### src/rtl/sar_avg_filter.sv
// Purpose: averages 2^LOG2_N SAR conversion results captured on rising edges of sample_done.
// Latency: avg_out/avg_valid update one cycle after the capture that completes a window.
// Backpressure: a result held in the output register is overwritten if not consumed, and overrun is set.
// Optional feature: define SAR_AVG_ROUND_EN for round-half-up averaging (default truncates).
module sar_avg_filter #(
  parameter int DATA_W = 12,
  parameter int LOG2_N = 2
) (
  input  logic              clk,
  input  logic              rst_n,
  input  logic [DATA_W-1:0] sample_in,
  input  logic              sample_done,
  input  logic              clear,
  output logic [DATA_W-1:0] avg_out,
  output logic              avg_valid,
  input  logic              avg_ready,
  output logic              overrun,
  output logic [LOG2_N-1:0] sample_cnt
);

  localparam int ACC_W = DATA_W + LOG2_N;

  logic              done_prev_q, done_prev_d;
  logic [ACC_W-1:0]  acc_q, acc_d;
  logic [LOG2_N-1:0] cnt_q, cnt_d;
  logic [DATA_W-1:0] avg_q, avg_d;
  logic              vld_q, vld_d;
  logic              ovr_q, ovr_d;

  logic              capture;
  logic              complete;
  logic              xfer;
  logic [ACC_W-1:0]  sum;
  logic [ACC_W-1:0]  div_src;
  logic [DATA_W-1:0] avg_res;
  logic              unused_frac;

  // Capture qualification and the average of the window including the current sample.
  always_comb begin
    capture  = sample_done & ~done_prev_q;
    complete = capture & (&cnt_q);
    xfer     = vld_q & avg_ready;
    sum      = acc_q + ACC_W'(sample_in);
`ifdef SAR_AVG_ROUND_EN
    // Worst-case sum is 2^ACC_W - N, so adding N/2 cannot carry out of ACC_W bits.
    div_src  = sum + ACC_W'(2 ** (LOG2_N - 1));
`else
    div_src  = sum;
`endif
    avg_res     = div_src[ACC_W-1:LOG2_N];
    unused_frac = ^div_src[LOG2_N-1:0];
  end

  // Next state: clear dominates; a completing capture loads the output and restarts the window.
  always_comb begin
    done_prev_d = sample_done;
    acc_d       = acc_q;
    cnt_d       = cnt_q;
    avg_d       = avg_q;
    vld_d       = vld_q;
    ovr_d       = ovr_q;
    if (clear) begin
      acc_d = '0;
      cnt_d = '0;
      vld_d = 1'b0;
      ovr_d = 1'b0;
    end else begin
      if (xfer) begin
        vld_d = 1'b0;
      end
      if (capture) begin
        if (complete) begin
          acc_d = '0;
          cnt_d = '0;
          avg_d = avg_res;
          vld_d = 1'b1;
          if (vld_q && !avg_ready) begin
            ovr_d = 1'b1;
          end
        end else begin
          acc_d = sum;
          cnt_d = cnt_q + 1'b1;
        end
      end
    end
  end

  // State registers; edge detector resets high so a level held through reset is not a capture.
  always_ff @(posedge clk) begin
    if (!rst_n) begin
      done_prev_q <= 1'b1;
      acc_q       <= '0;
      cnt_q       <= '0;
      avg_q       <= '0;
      vld_q       <= 1'b0;
      ovr_q       <= 1'b0;
    end else begin
      done_prev_q <= done_prev_d;
      acc_q       <= acc_d;
      cnt_q       <= cnt_d;
      avg_q       <= avg_d;
      vld_q       <= vld_d;
      ovr_q       <= ovr_d;
    end
  end

  assign avg_out    = avg_q;
  assign avg_valid  = vld_q;
  assign overrun    = ovr_q;
  assign sample_cnt = cnt_q;

endmodule
### config.mk
export PLATFORM = sky130hd
export DESIGN_NAME = sar_avg_filter
export DESIGN_NICKNAME = d
export VERILOG_FILES = /design/src/rtl/sar_avg_filter.sv
export SDC_FILE = /design/constraint.sdc
export NUM_CORES = 1
export LEC_CHECK = 0
export BUFFER_PORTS_ARGS = -buffer_cell sky130_fd_sc_hd__clkbuf_2
export CORE_MARGIN = 1.5
export CORE_UTILIZATION = 58
export CTS_BUF_LIST = sky130_fd_sc_hd__clkbuf_16
export CTS_CLUSTER_SIZE = 12
export DETAILED_ROUTE_END_ITERATION = 8
export GPL_TIMING_DRIVEN = 1
export MAX_ROUTING_LAYER = met4
export PLACE_DENSITY = 0.81
export SLEW_MARGIN = 40
export SYNTH_ARGS = -nofsm -noshare
export SYNTH_HDL_FRONTEND = slang
export SYNTH_SLANG_ARGS = --single-unit
### constraint.sdc
create_clock -name clk -period 5.21 [get_ports clk]
set_clock_uncertainty 0.2 [all_clocks]
set_input_delay 0.7815 -clock clk [delete_from_list [all_inputs] [get_ports clk]]
set_output_delay 0.7815 -clock clk [all_outputs]
set_load 0.01 [all_outputs]
==> impl_metrics.py <==
metrics = {
    "synth": {
        "ys.flop_type": "dfxtp_1",
        "synthDistinctLibCells": 36,
        "yosysWarnings": 0,
        "synth_top_area_cell": "dfxtp_1",
        "yosysSeqAreaShare": 0.3727,
        "syn_inst": 202,
        "synth_edf_count": 0,
        "synth-async-reset-ratio": 0,
        "avgSynthCellArea_um2": 8.244,
        "yosys.area.top_type_share": 0.3727,
        "netlist_area_um2": 1665,
        "ys_ff_latch": 31,
        "synth_area_leaders": "dfxtp_1 (37%), ha_1 (9.8%), a21oi_1 (6.9%)",
        "synth.net_count": 233,
    },
    "min_path": {
        "hold_end": "avg_out[3]",
        "hold_class": "flop to flop",
        "hp-start": "avg_out[3]",
        "hold_path_depth": 2,
    },
    "die": {
        "ios": 33,
        "die_w_um": 56.59,
        "start_util": 0.6092,
        "die_h_um": 56.59,
        "core_um2": 2734,
        "rows": 19,
        "dieArea_um2": 3202,
    },
    "cts": {
        "h-tree-depth": 2,
        "clockBufferDepth": 2,
        "clock-sinks": 31,
        "tritoncts": "done",
        "hold_buffers": 0,
        "clkTransAtPathRegs_ps": 50,
        "ctsResizeCount": 0,
        "clock-root-buffer": "clkbuf_16",
        "cts_setup_buffers": 0,
        "cts_made_buffers": 5,
        "clock_latency_ps": 270,
    },
    "worst_setup_path": {
        "r2r_cells": 8,
        "reg2reg_slack_ps": 2680,
        "crit_type": "primary input to flop",
        "rr_endpoint": "acc_q[10]",
        "arrival_ps": 2790,
        "critical_path.endpoint_type": "flop",
        "crit_fanout": 4,
        "r2r-start": "acc_q[0]",
        "worstPathRequired_ps": 5170,
        "setup.worst_path.start_class": "primary input",
    },
    "sta": {
        "finalHoldViolCount": 0,
        "post-route-period-util": 0.5439,
        "fin_crit_ps": 2834,
        "worst_pin_slew_ps": 583.3,
        "slew_headroom": 0.6103,
        "fmax_mhz": 352.9,
        "slew_viol_final": 0,
        "rsz0062_at_grt": "no",
        "fin_tns_setup_ps": 0,
        "final-setup-viol-count": 0,
    },
    "job": {
        "drv_cap": 0,
    },
    "power_and_ir_drop": {
        "comb_power_share": 0.088,
        "p_sw_uw": 128.4,
        "p_int_uw": 430.0,
        "seqPwrFrac": 0.431,
        "clockPowerShare": 0.481,
        "p_per_area_nw_per_um2": 282.6,
        "p_sw_frac": 0.2299,
        "irDropWorstVdd_mv": 0.2724,
        "p_leak_uw": 0.0008517,
    },
    "global_routing": {
        "grt_pass1_vias": 1572,
        "grt_overflow": 0,
        "grt_first_pass_wirelength_um": 6465,
        "antenna_found_initial": 0,
        "grt_usage": 0.2737,
        "grt_max_degree": 13,
    },
    "drt": {
        "via_count": 1591,
        "dr.pass1.iters": 4,
        "dr.first_iter.drc_count": 35,
        "routed_via_density": 5.981,
        "wl_per_cell_um": 15.12,
        "wirelength_um": 4022,
        "postRouteAntennaNets": 0,
        "drc": 0,
    },
    "placed_design": {
        "hpwlAfterDp_um": 2909,
        "dp.cells": 259,
        "gp_congestion": 0.8665,
        "port_buffers": 32,
    },
    "cells_and_area": {
        "areaGrowthSynthToFinish_pct": 18.63,
        "final_cell_mix": "clkbuf_2 (32), dfxtp_1 (31), nand2_1 (27)",
        "finalCoreUtilization": 0.7227,
        "stdcell_count": 266,
        "nets": 266,
        "drive_gt1_frac": 0.1915,
        "diodes": 0,
        "final_common_cell": "clkbuf_2",
    },
    "run_status": {
        "status": "complete, no violations",
    },
}
==> synthesized netlist by cell type (5+ instances only) <==
cell      number
a21oi_1       23
ha_1          13
nor2_1        22
dfxtp_1       31
a22oi_1        5
nand3_1        7
xnor2_1        8
clkbuf_1       6
o21ai_0       13
nand2_1       27
==> power by group through the flow <==
stage	clock network [uW]	registers [uW]	logic (uW)
final	268	241	49.1
after global routing	281	241	53.3
after CTS	268	241	48.2
after detailed placement	0	246	47.6
after global placement	0	245	45.9
after floorplan	0	245	32.6
==> routing by layer <==
metal | wire, um | vias to the layer above | global-route usage
met1 | 1639 | 734 | 0.2752
met3 | 210 | 14 | 0.08295
met5 | 0 | - | -
met4 | 133 | 0 | 0.1633
met2 | 2038 | 61 | 0.4635
li1 | - | 782 | -
==> through the flow <==
step / hold slack, ps / area (um2) / power (uW) / setup WS [ps]
after floorplan: 229.1 / 1665 / 278.0 / 2389
after global placement: 244.3 / 1842 / 291.4 / 2206
after detailed placement: 247.6 / 1842 / 293.2 / 2129
after CTS: 254.3 / 1976 / 557.6 / 2410
after global routing: 285.0 / 1976 / 575.4 / 2312
final: 251.9 / 1976 / 558.4 / 2376
==> critical path, stage by stage <==
cell and delay (ps):
clkbuf_2 90, ha_1 220, fa_1 410, a21o_1 230, a221oi_2 330, o21ai_2 150
o311ai_2 250, xor2_1 220, o21ai_1 100
==> registers in the layout (all words and copies together) (netlist names) <==
register     cells
sample_cnt       2
done_prev_q      1
avg_valid        1
overrun          1
avg_out         12
acc_q           14
==> layout make-up <==
cell class / instances / area, um2
repair buffers: 32 / 160.2
multi-input cells: 161 / 1007
clock buffers: 5 / 125.1
flip-flops and latches: 31 / 620.6
well taps: 31 / 38.79
clock inverters: 2 / 8.758
inverters: 4 / 15.01
fillers: 215 / 758.2
==> how the worst max path moves through the flow <==
stage	cells past startpoint	start	to	slack [ps]
after CTS	9	sample_in[0]	acc_q[10]	2410
after floorplan	8	sample_in[0]	acc_q[10]	2390
after global routing	9	sample_in[0]	acc_q[10]	2310
after global placement	9	sample_in[0]	acc_q[10]	2210
final	9	sample_in[0]	acc_q[10]	2380
after detailed placement	9	sample_in[0]	acc_q[10]	2130
==> cell families (layout without fill, tap and decap cells) <==
| group | count (synthesis) | after routing | synth area share |
|---|---|---|---|
| buffers and inverters | 10 | 43 | 0.02254 |
| DFF | 31 | 31 | 0.3727 |
| AOI/OAI and AO/OA | 57 | 57 | 0.2111 |
| adders and majority gates | 14 | 14 | 0.1097 |
| and+or+nand+nor | 77 | 77 | 0.2141 |
| xor gates and xnor gates | 11 | 11 | 0.05786 |
| muxes | 2 | 2 | 0.01202 |
No activity file was read; power rests on OpenSTA's default activity.
